===== src/rtl/mem_copy_dma_if.sv =====
// Purpose : control/status and data-segment port bundle for mem_copy_dma.
// Latency : n/a (wires only).
// Backpressure: none; start is a pulse honoured only while the engine is idle.
// Ports   : start/src/dst/len (request), busy/done/err (status),
//           mem_a/mem_we/mem_wd (memory drive), mem_rd (memory read data).
interface mem_copy_dma_if #(
  parameter int WIDTH    = 32,
  parameter int LENWIDTH = 16
);
  logic                start;
  logic [WIDTH-1:0]    src;
  logic [WIDTH-1:0]    dst;
  logic [LENWIDTH-1:0] len;
  logic                busy;
  logic                done;
  logic                err;
  logic [WIDTH-1:0]    mem_a;
  logic                mem_we;
  logic [WIDTH-1:0]    mem_wd;
  logic [WIDTH-1:0]    mem_rd;

  // Copy engine side
  modport slave (
    input  start, src, dst, len, mem_rd,
    output busy, done, err, mem_a, mem_we, mem_wd
  );

  // Requester / memory side
  modport master (
    output start, src, dst, len, mem_rd,
    input  busy, done, err, mem_a, mem_we, mem_wd
  );
endinterface


===== src/rtl/mem_copy_dma.sv =====
// Purpose : block copy engine for the segmented data memory, one word per READ/CAPTURE/WRITE pass.
// Latency : 3 cycles per word; done 3N+1 cycles after accept, 1 cycle for len=0 or out-of-range.
// Backpressure: none; start is ignored unless idle (not queued), memory assumed always ready.
// Ports   : clk, reset (sync active-low), bus (mem_copy_dma_if.slave): request
//           start/src/dst/len, status busy/done/err, memory mem_a/mem_we/mem_wd/mem_rd.
module mem_copy_dma #(
  parameter int WIDTH    = 32,
  parameter int RAMSIZE  = 128,
  parameter int NSEG     = 6,
  parameter int LENWIDTH = 16
) (
  input  logic          clk,
  input  logic          reset,
  mem_copy_dma_if.slave bus
);

  typedef enum logic [2:0] {
    S_IDLE,
    S_READ,
    S_CAPTURE,
    S_WRITE,
    S_DONE
  } state_t;

  localparam logic [WIDTH:0] LIMIT = (WIDTH+1)'(RAMSIZE * NSEG);

  state_t              r_state;
  logic [WIDTH-1:0]    r_src_ptr;
  logic [WIDTH-1:0]    r_dst_ptr;
  logic [LENWIDTH-1:0] r_remaining;
  logic [WIDTH-1:0]    r_buf;
  logic [WIDTH-1:0]    r_mem_a;
  logic                r_mem_we;
  logic                r_busy;
  logic                r_done;
  logic                r_err;

  // One extra bit on the end-address sums so a source/destination near the
  // top of the address space cannot wrap back into the legal range.
  logic [WIDTH:0] w_len_ext;
  logic [WIDTH:0] w_src_end;
  logic [WIDTH:0] w_dst_end;
  logic           w_range_bad;

  assign w_len_ext   = {{(WIDTH+1-LENWIDTH){1'b0}}, bus.len};
  assign w_src_end   = {1'b0, bus.src} + w_len_ext;
  assign w_dst_end   = {1'b0, bus.dst} + w_len_ext;
  assign w_range_bad = (w_src_end > LIMIT) || (w_dst_end > LIMIT);

  always_ff @(posedge clk) begin
    if (!reset) begin
      r_state     <= S_IDLE;
      r_src_ptr   <= '0;
      r_dst_ptr   <= '0;
      r_remaining <= '0;
      r_buf       <= '0;
      r_mem_a     <= '0;
      r_mem_we    <= 1'b0;
      r_busy      <= 1'b0;
      r_done      <= 1'b0;
      r_err       <= 1'b0;
    end else begin
      case (r_state)
        S_IDLE: begin
          if (bus.start) begin
            r_src_ptr   <= bus.src;
            r_dst_ptr   <= bus.dst;
            r_remaining <= bus.len;
            r_busy      <= 1'b1;
            if (bus.len == '0) begin
              r_state <= S_DONE;
              r_done  <= 1'b1;
            end else if (w_range_bad) begin
              r_state <= S_DONE;
              r_done  <= 1'b1;
              r_err   <= 1'b1;
            end else begin
              r_state <= S_READ;
              r_mem_a <= bus.src;
            end
          end
        end

        // Address already presented on entry; memory answers next cycle.
        S_READ: begin
          r_state <= S_CAPTURE;
        end

        // mem_rd now holds the source word; mem_a stays on the source until
        // this edge, then moves to the destination for the write cycle.
        S_CAPTURE: begin
          r_buf    <= bus.mem_rd;
          r_mem_a  <= r_dst_ptr;
          r_mem_we <= 1'b1;
          r_state  <= S_WRITE;
        end

        S_WRITE: begin
          r_mem_we    <= 1'b0;
          r_buf       <= '0;
          r_src_ptr   <= r_src_ptr + 1'b1;
          r_dst_ptr   <= r_dst_ptr + 1'b1;
          r_remaining <= r_remaining - 1'b1;
          if (r_remaining == LENWIDTH'(1)) begin
            r_state <= S_DONE;
            r_done  <= 1'b1;
            r_mem_a <= '0;
          end else begin
            r_state <= S_READ;
            r_mem_a <= r_src_ptr + 1'b1;
          end
        end

        S_DONE: begin
          r_done  <= 1'b0;
          r_err   <= 1'b0;
          r_busy  <= 1'b0;
          r_state <= S_IDLE;
        end

        default: begin
          r_state  <= S_IDLE;
          r_mem_we <= 1'b0;
          r_busy   <= 1'b0;
          r_done   <= 1'b0;
          r_err    <= 1'b0;
          r_mem_a  <= '0;
          r_buf    <= '0;
        end
      endcase
    end
  end

  assign bus.busy   = r_busy;
  assign bus.done   = r_done;
  assign bus.err    = r_err;
  assign bus.mem_a  = r_mem_a;
  assign bus.mem_we = r_mem_we;
  // buf is cleared outside WRITE, so write data reads as zero when idle.
  assign bus.mem_wd = r_buf;

endmodule


===== src/flat_wrapper.sv =====
// flat-port wrapper written by rule: the top's interface ports become plain ports
module mem_copy_dma_flat 
#(
  parameter int WIDTH    = 32,
  parameter int RAMSIZE  = 128,
  parameter int NSEG     = 6,
  parameter int LENWIDTH = 16
)
  (clk, reset, bus_start, bus_src, bus_dst, bus_len, bus_mem_rd, bus_busy, bus_done, bus_err, bus_mem_a, bus_mem_we, bus_mem_wd);
  mem_copy_dma_if #(.WIDTH(WIDTH), .LENWIDTH(LENWIDTH)) bus_i ();
  input  logic clk;
  input  logic reset;
  input wire logic [$bits(bus_i.start)-1:0] bus_start;
  input wire logic [$bits(bus_i.src)-1:0] bus_src;
  input wire logic [$bits(bus_i.dst)-1:0] bus_dst;
  input wire logic [$bits(bus_i.len)-1:0] bus_len;
  input wire logic [$bits(bus_i.mem_rd)-1:0] bus_mem_rd;
  output wire logic [$bits(bus_i.busy)-1:0] bus_busy;
  output wire logic [$bits(bus_i.done)-1:0] bus_done;
  output wire logic [$bits(bus_i.err)-1:0] bus_err;
  output wire logic [$bits(bus_i.mem_a)-1:0] bus_mem_a;
  output wire logic [$bits(bus_i.mem_we)-1:0] bus_mem_we;
  output wire logic [$bits(bus_i.mem_wd)-1:0] bus_mem_wd;
  assign bus_i.start = bus_start;
  assign bus_i.src = bus_src;
  assign bus_i.dst = bus_dst;
  assign bus_i.len = bus_len;
  assign bus_i.mem_rd = bus_mem_rd;
  assign bus_busy = bus_i.busy;
  assign bus_done = bus_i.done;
  assign bus_err = bus_i.err;
  assign bus_mem_a = bus_i.mem_a;
  assign bus_mem_we = bus_i.mem_we;
  assign bus_mem_wd = bus_i.mem_wd;
  mem_copy_dma #(.WIDTH(WIDTH), .RAMSIZE(RAMSIZE), .NSEG(NSEG), .LENWIDTH(LENWIDTH)) u_core (.clk(clk), .reset(reset), .bus(bus_i));
endmodule

===== config.mk =====
export PLATFORM = sky130hd
export DESIGN_NAME = mem_copy_dma_flat
export DESIGN_NICKNAME = d
export VERILOG_FILES = /design/src/rtl/mem_copy_dma_if.sv /design/src/rtl/mem_copy_dma.sv /design/src/flat_wrapper.sv
export SDC_FILE = /design/constraint.sdc
export NUM_CORES = 1
export LEC_CHECK = 0
export ABC_CLOCK_PERIOD_IN_PS = 5500
export CORE_MARGIN = 4
export CORE_UTILIZATION = 55
export CTS_CLUSTER_DIAMETER = 50
export DETAILED_ROUTE_END_ITERATION = 7
export PLACE_DENSITY_LB_ADDON = 0.25
export RECOVER_POWER = 100
export SLEW_MARGIN = 30
export SYNTH_ARGS = -nofsm -noshare
export SYNTH_HDL_FRONTEND = slang
export SYNTH_SLANG_ARGS = --single-unit

===== constraint.sdc =====
create_clock -name clk -period 5.5 [get_ports clk]
set_input_delay 1.1 -clock clk [delete_from_list [all_inputs] [get_ports clk]]
set_output_delay 1.1 -clock clk [all_outputs]
set_load 0.01 [all_outputs]

==> run summary <==
DRT
---------------------------------------------------------------------------------
Sum of routed wire segments on met1 ................................     15500 um
Uppermost signal routing layer after detailed routing ..............         met4
Post-detailed-routing wire length ..................................     39000 um
Met2 Wirelength ....................................................     17500 um
Routed wirelength normalized by instance count .....................      20.8 um
1st-iter DRT viols .................................................         1491
Total via count after detailed routing .............................        12400
Number of design rule violations left after detail routing .........            0
Number of nets with antenna violations after routing ...............            0
Pre-antenna DRT Iters ..............................................            6
Met3 Routed Length .................................................      3550 um
Mean number of vias per cell .......................................         6.62

TIMING
---------------------------------------------------------------------------------
Number of max-slew violations in the final report ..................          182
Slack of the critical path .........................................     0.440 ns
Worst slew margin ..................................................        -1.02
Fin. Hold Viols ....................................................            0
Clock tree skew after final layout .................................    0.0186 ns
RSZ-0062 raised after global routing ...............................        false
Worst Tran Pin Value ...............................................      3.03 ns
Setup total negative slack .........................................         0 ns
Time the worst path needs with I/O delays and setup ................      5.06 ns
Peak clock frequency supported by timing ...........................    0.198 GHz
Share of the clock period used by the worst path ...................        0.920
Setup violations, final ............................................            0

PLACE
---------------------------------------------------------------------------------
Half-perimeter wire length of the detailed placement result ........     28600 um
Number of buffer cells added on primary ports ......................          182
Last weighted congestion value of the routability-driven placer ....         1.05
DP Worst Slack .....................................................     0.370 ns

LAYOUT
---------------------------------------------------------------------------------
Most common library cell in the layout ignoring fill and taps ......      nand2_1
Total area of multi-input combinational cells ......................     7250 um2
Flip-flop and latch area ...........................................     3020 um2
Leading cell types in the layout, fill and taps excluded ........... nand2_1, nor2_1, dfxtp_1, clkdlybuf4s50_1, a21oi_1
Antenna diode count ................................................            0
Total of fill cells in the finished design .........................         1665
Area grow syn2layout ...............................................        22.6%
Fraction of layout instances using a drive strength above 1 ........       0.0667
Final Net Count ....................................................         1745

LOGIC SYNTHESIS
---------------------------------------------------------------------------------
Dominant cells by area after synthesis ............................. dfxtp_1, nand2_1, nor2_1
Yosys warns ........................................................            0
Post-synthesis sequential area ratio ...............................        0.277
Area share of the leading cell type in the synthesized netlist .....        0.277
Synthesized area ...................................................    10900 um2
Leading register cell type out of synthesis ........................      dfxtp_1
Nets in the synthesized netlist ....................................         1617
Cells after synthesis ..............................................         1464
Fraction of registers with async set/reset .........................            0
Number of synthesized flops with an enable pin .....................            0
Post-synthesis cell type count .....................................           88
Mean instance size in the synthesized netlist ......................     7.46 um2
Number of storage elements in the synthesis netlist ................          151
Library cell occupying the most area in the post-synthesis netlist .      dfxtp_1

CTS
---------------------------------------------------------------------------------
Buffers inserted during post-CTS setup optimization ................            0
Maximum buffer depth of the clock tree .............................            2
Clock tree from TritonCTS ..........................................         done
CTS hold repair buffers ............................................            0
Clock Tree Root ....................................................    clkbuf_16
Clock slew seen by the registers of the worst setup and hold paths .      0.07 ns
Clk Latency, worst-skew pair .......................................      0.45 ns
Number of CTS-inserted buffers .....................................           17
Post-cts repair resize count .......................................            0
Sinks on Clock Net .................................................          151
H-tree depth .......................................................            4

PWR
---------------------------------------------------------------------------------
Net switching power of the design ..................................      1.01 mW
Sw frac ............................................................        0.334
Peak supply drop ...................................................     0.180 mV
Logic gate share of total power ....................................        0.218
Pwr Total ..........................................................      3.04 mW
Reported leakage power .............................................      5.18 nW
Pint ...............................................................      2.02 mW
Clock group share of total power ...................................        0.391
Sequential fraction of design power ................................        0.391
Power per cell area ................................................   227 nW/um2

SETUP PATH
---------------------------------------------------------------------------------
Highest cell delay on the worst timing path ........................      0.61 ns
Required time of the critical path .................................      5.81 ns
Critical-path top delay cell ....................................... dlygate4sd3_1
Crit end category ..................................................    flip-flop
Crit path cell chain ............................................... dlygate4sd3_1, ha_1, fa_1, a211oi_1, o21ai_0, a31oi_1, nor3_1, a211o_1, nor4_1, buf_4, nand4_1, nor4_4, a31oi_1, buf_12, mux2i_1
Critical path's most frequent cell .................................      a31oi_1
Worst Path Max Fanout ..............................................           32
Worst Path Arrival .................................................      5.37 ns
Critical path class ................................................       in2reg
Element type at the critical path start ............................    input pin

OUTCOME
---------------------------------------------------------------------------------
Run status ......................................................... finished with violations
Violations in the final reports .................................... capacitance limit, slew limit

DIE
---------------------------------------------------------------------------------
Core Region ........................................................    19500 um2
Floorplan die width ................................................       149 um
I/O pins ...........................................................          183
Area of the die ....................................................    22200 um2
Vertical extent of the die .........................................       149 um
Initial standard-cell utilization of the core ......................        0.560
Num rows ...........................................................           51

GRT
---------------------------------------------------------------------------------
Via count of the first global-routing pass .........................        11500
Initial antenna violation count ....................................            0
Overall global routing resource usage ..............................        0.337
Overall overflow remaining after global route ......................            0
Maximum number of pins on one net before global-route repair .......           77
Wire length of the first global-routing pass .......................     59900 um

RUN
---------------------------------------------------------------------------------
Number of violations of the max-capacitance limit ..................            3

HOLD PATH
---------------------------------------------------------------------------------
Worst Hold Class ...................................................      reg2reg

## cell type report
class | count | area share
multi-input combinational | 1177 | 0.541
tap | 265 | 0.0247
clock inverter | 15 | 0.0129
inverter | 26 | 0.00738
clock buffer | 17 | 0.0317
sequential | 151 | 0.226
timing repair buffer | 219 | 0.157
## cell usage after synthesis (7+ instances only)
cell	number
a221oi_1	11
clkbuf_1	80
nand4_1	42
and4_1	13
dfxtp_1	151
and2_1	7
a211oi_1	12
a21oi_1	109
a21o_1	13
buf_6	9
nor3_1	37
o22ai_1	7
o211ai_1	17
a22oi_1	69
a31oi_1	26
o21ai_0	95
nand2_1	190
mux2i_1	39
a222oi_1	19
inv_1	26
xnor2_1	32
xor2_1	15
o21a_1	8
nand3_1	46
nor2_1	165
and3_1	14
nor4_1	17
or4_1	9
ha_1	36
or3_1	12
## registers in the layout (all words and copies together) (netlist names)
| signal | cells |
|---|---|
| u_core.bus.mem_a | 32 |
| u_core.bus.mem_wd | 32 |
| u_core.r_dst_ptr | 32 |
| u_core.r_src_ptr | 32 |
| u_core.r_remaining | 16 |
| u_core.r_state | 3 |
| u_core.bus.busy | 1 |
| u_core.bus.done | 1 |
| u_core.bus.err | 1 |
| u_core.bus.mem_we | 1 |
## kinds of logic (layout without fill, tap and decap cells)
kind of cell / count (synthesis) / after routing / share of synthesized area
AOI/OAI and AO/OA: 460 / 460 / 0.283
xor gates and xnor gates: 47 / 47 / 0.0377
adders and majority gates: 38 / 38 / 0.0449
buffers and inverters: 136 / 277 / 0.0610
DFF: 151 / 151 / 0.277
muxes: 41 / 41 / 0.0378
and+or+nand+nor: 591 / 591 / 0.259
## worst paths after layout
check                        start                   end  slack (ns)  depth (start not counted)
min reg2reg    u_core.bus.mem_a[9]   u_core.bus.mem_a[9]        0.46                          2
min            u_core.bus.mem_a[9]   u_core.bus.mem_a[9]        0.46                          2
max                     bus_len[0]  u_core.bus.mem_a[31]        0.44                         15
max reg2reg  u_core.r_remaining[5]  u_core.bus.mem_a[27]        1.78                          9
## per-layer routing
metal | vias up | global-route usage
met2 | 763 | 0.531
li1 | 5742 | -
met1 | 5699 | 0.428
met3 | 168 | 0.0647
met4 | 0 | 0.203
met5 | - | 0
## critical path: cells and delay by family
| kind | cells | cell delay (ns) |
|---|---|---|
| simple gates | 4 | 0.97 |
| fa+ha+maj | 2 | 0.67 |
| buf+inv | 3 | 1.02 |
| mux | 1 | 0.15 |
| compound gates | 5 | 1.45 |
## per-stage QoR
step / std cells / instance area (um2) / util / hold WS (ns)
2_1_floorplan: 1464 / 10900 / - / 0.432
3_3_place_gp: 1838 / 12800 / 0.656 / 0.444
3_5_place_dp: 1838 / 12800 / 0.657 / 0.453
4_1_cts: 1870 / 13400 / 0.687 / 0.464
5_1_grt: 1870 / 13400 / 0.686 / 0.479
6_report: 1870 / 13400 / 0.686 / 0.459
## power groups by stage
| stage | sequential [mW] | clock, mW | combinational, mW |
|---|---|---|---|
| floorplan | 1.19 | 0 | 0.412 |
| global placement | 1.21 | 0 | 0.638 |
| detailed placement | 1.21 | 0 | 0.642 |
| CTS | 1.18 | 1.20 | 0.647 |
| global route | 1.19 | 1.24 | 0.714 |
| finish | 1.19 | 1.19 | 0.662 |
No activity file was read; power rests on OpenSTA's default activity.
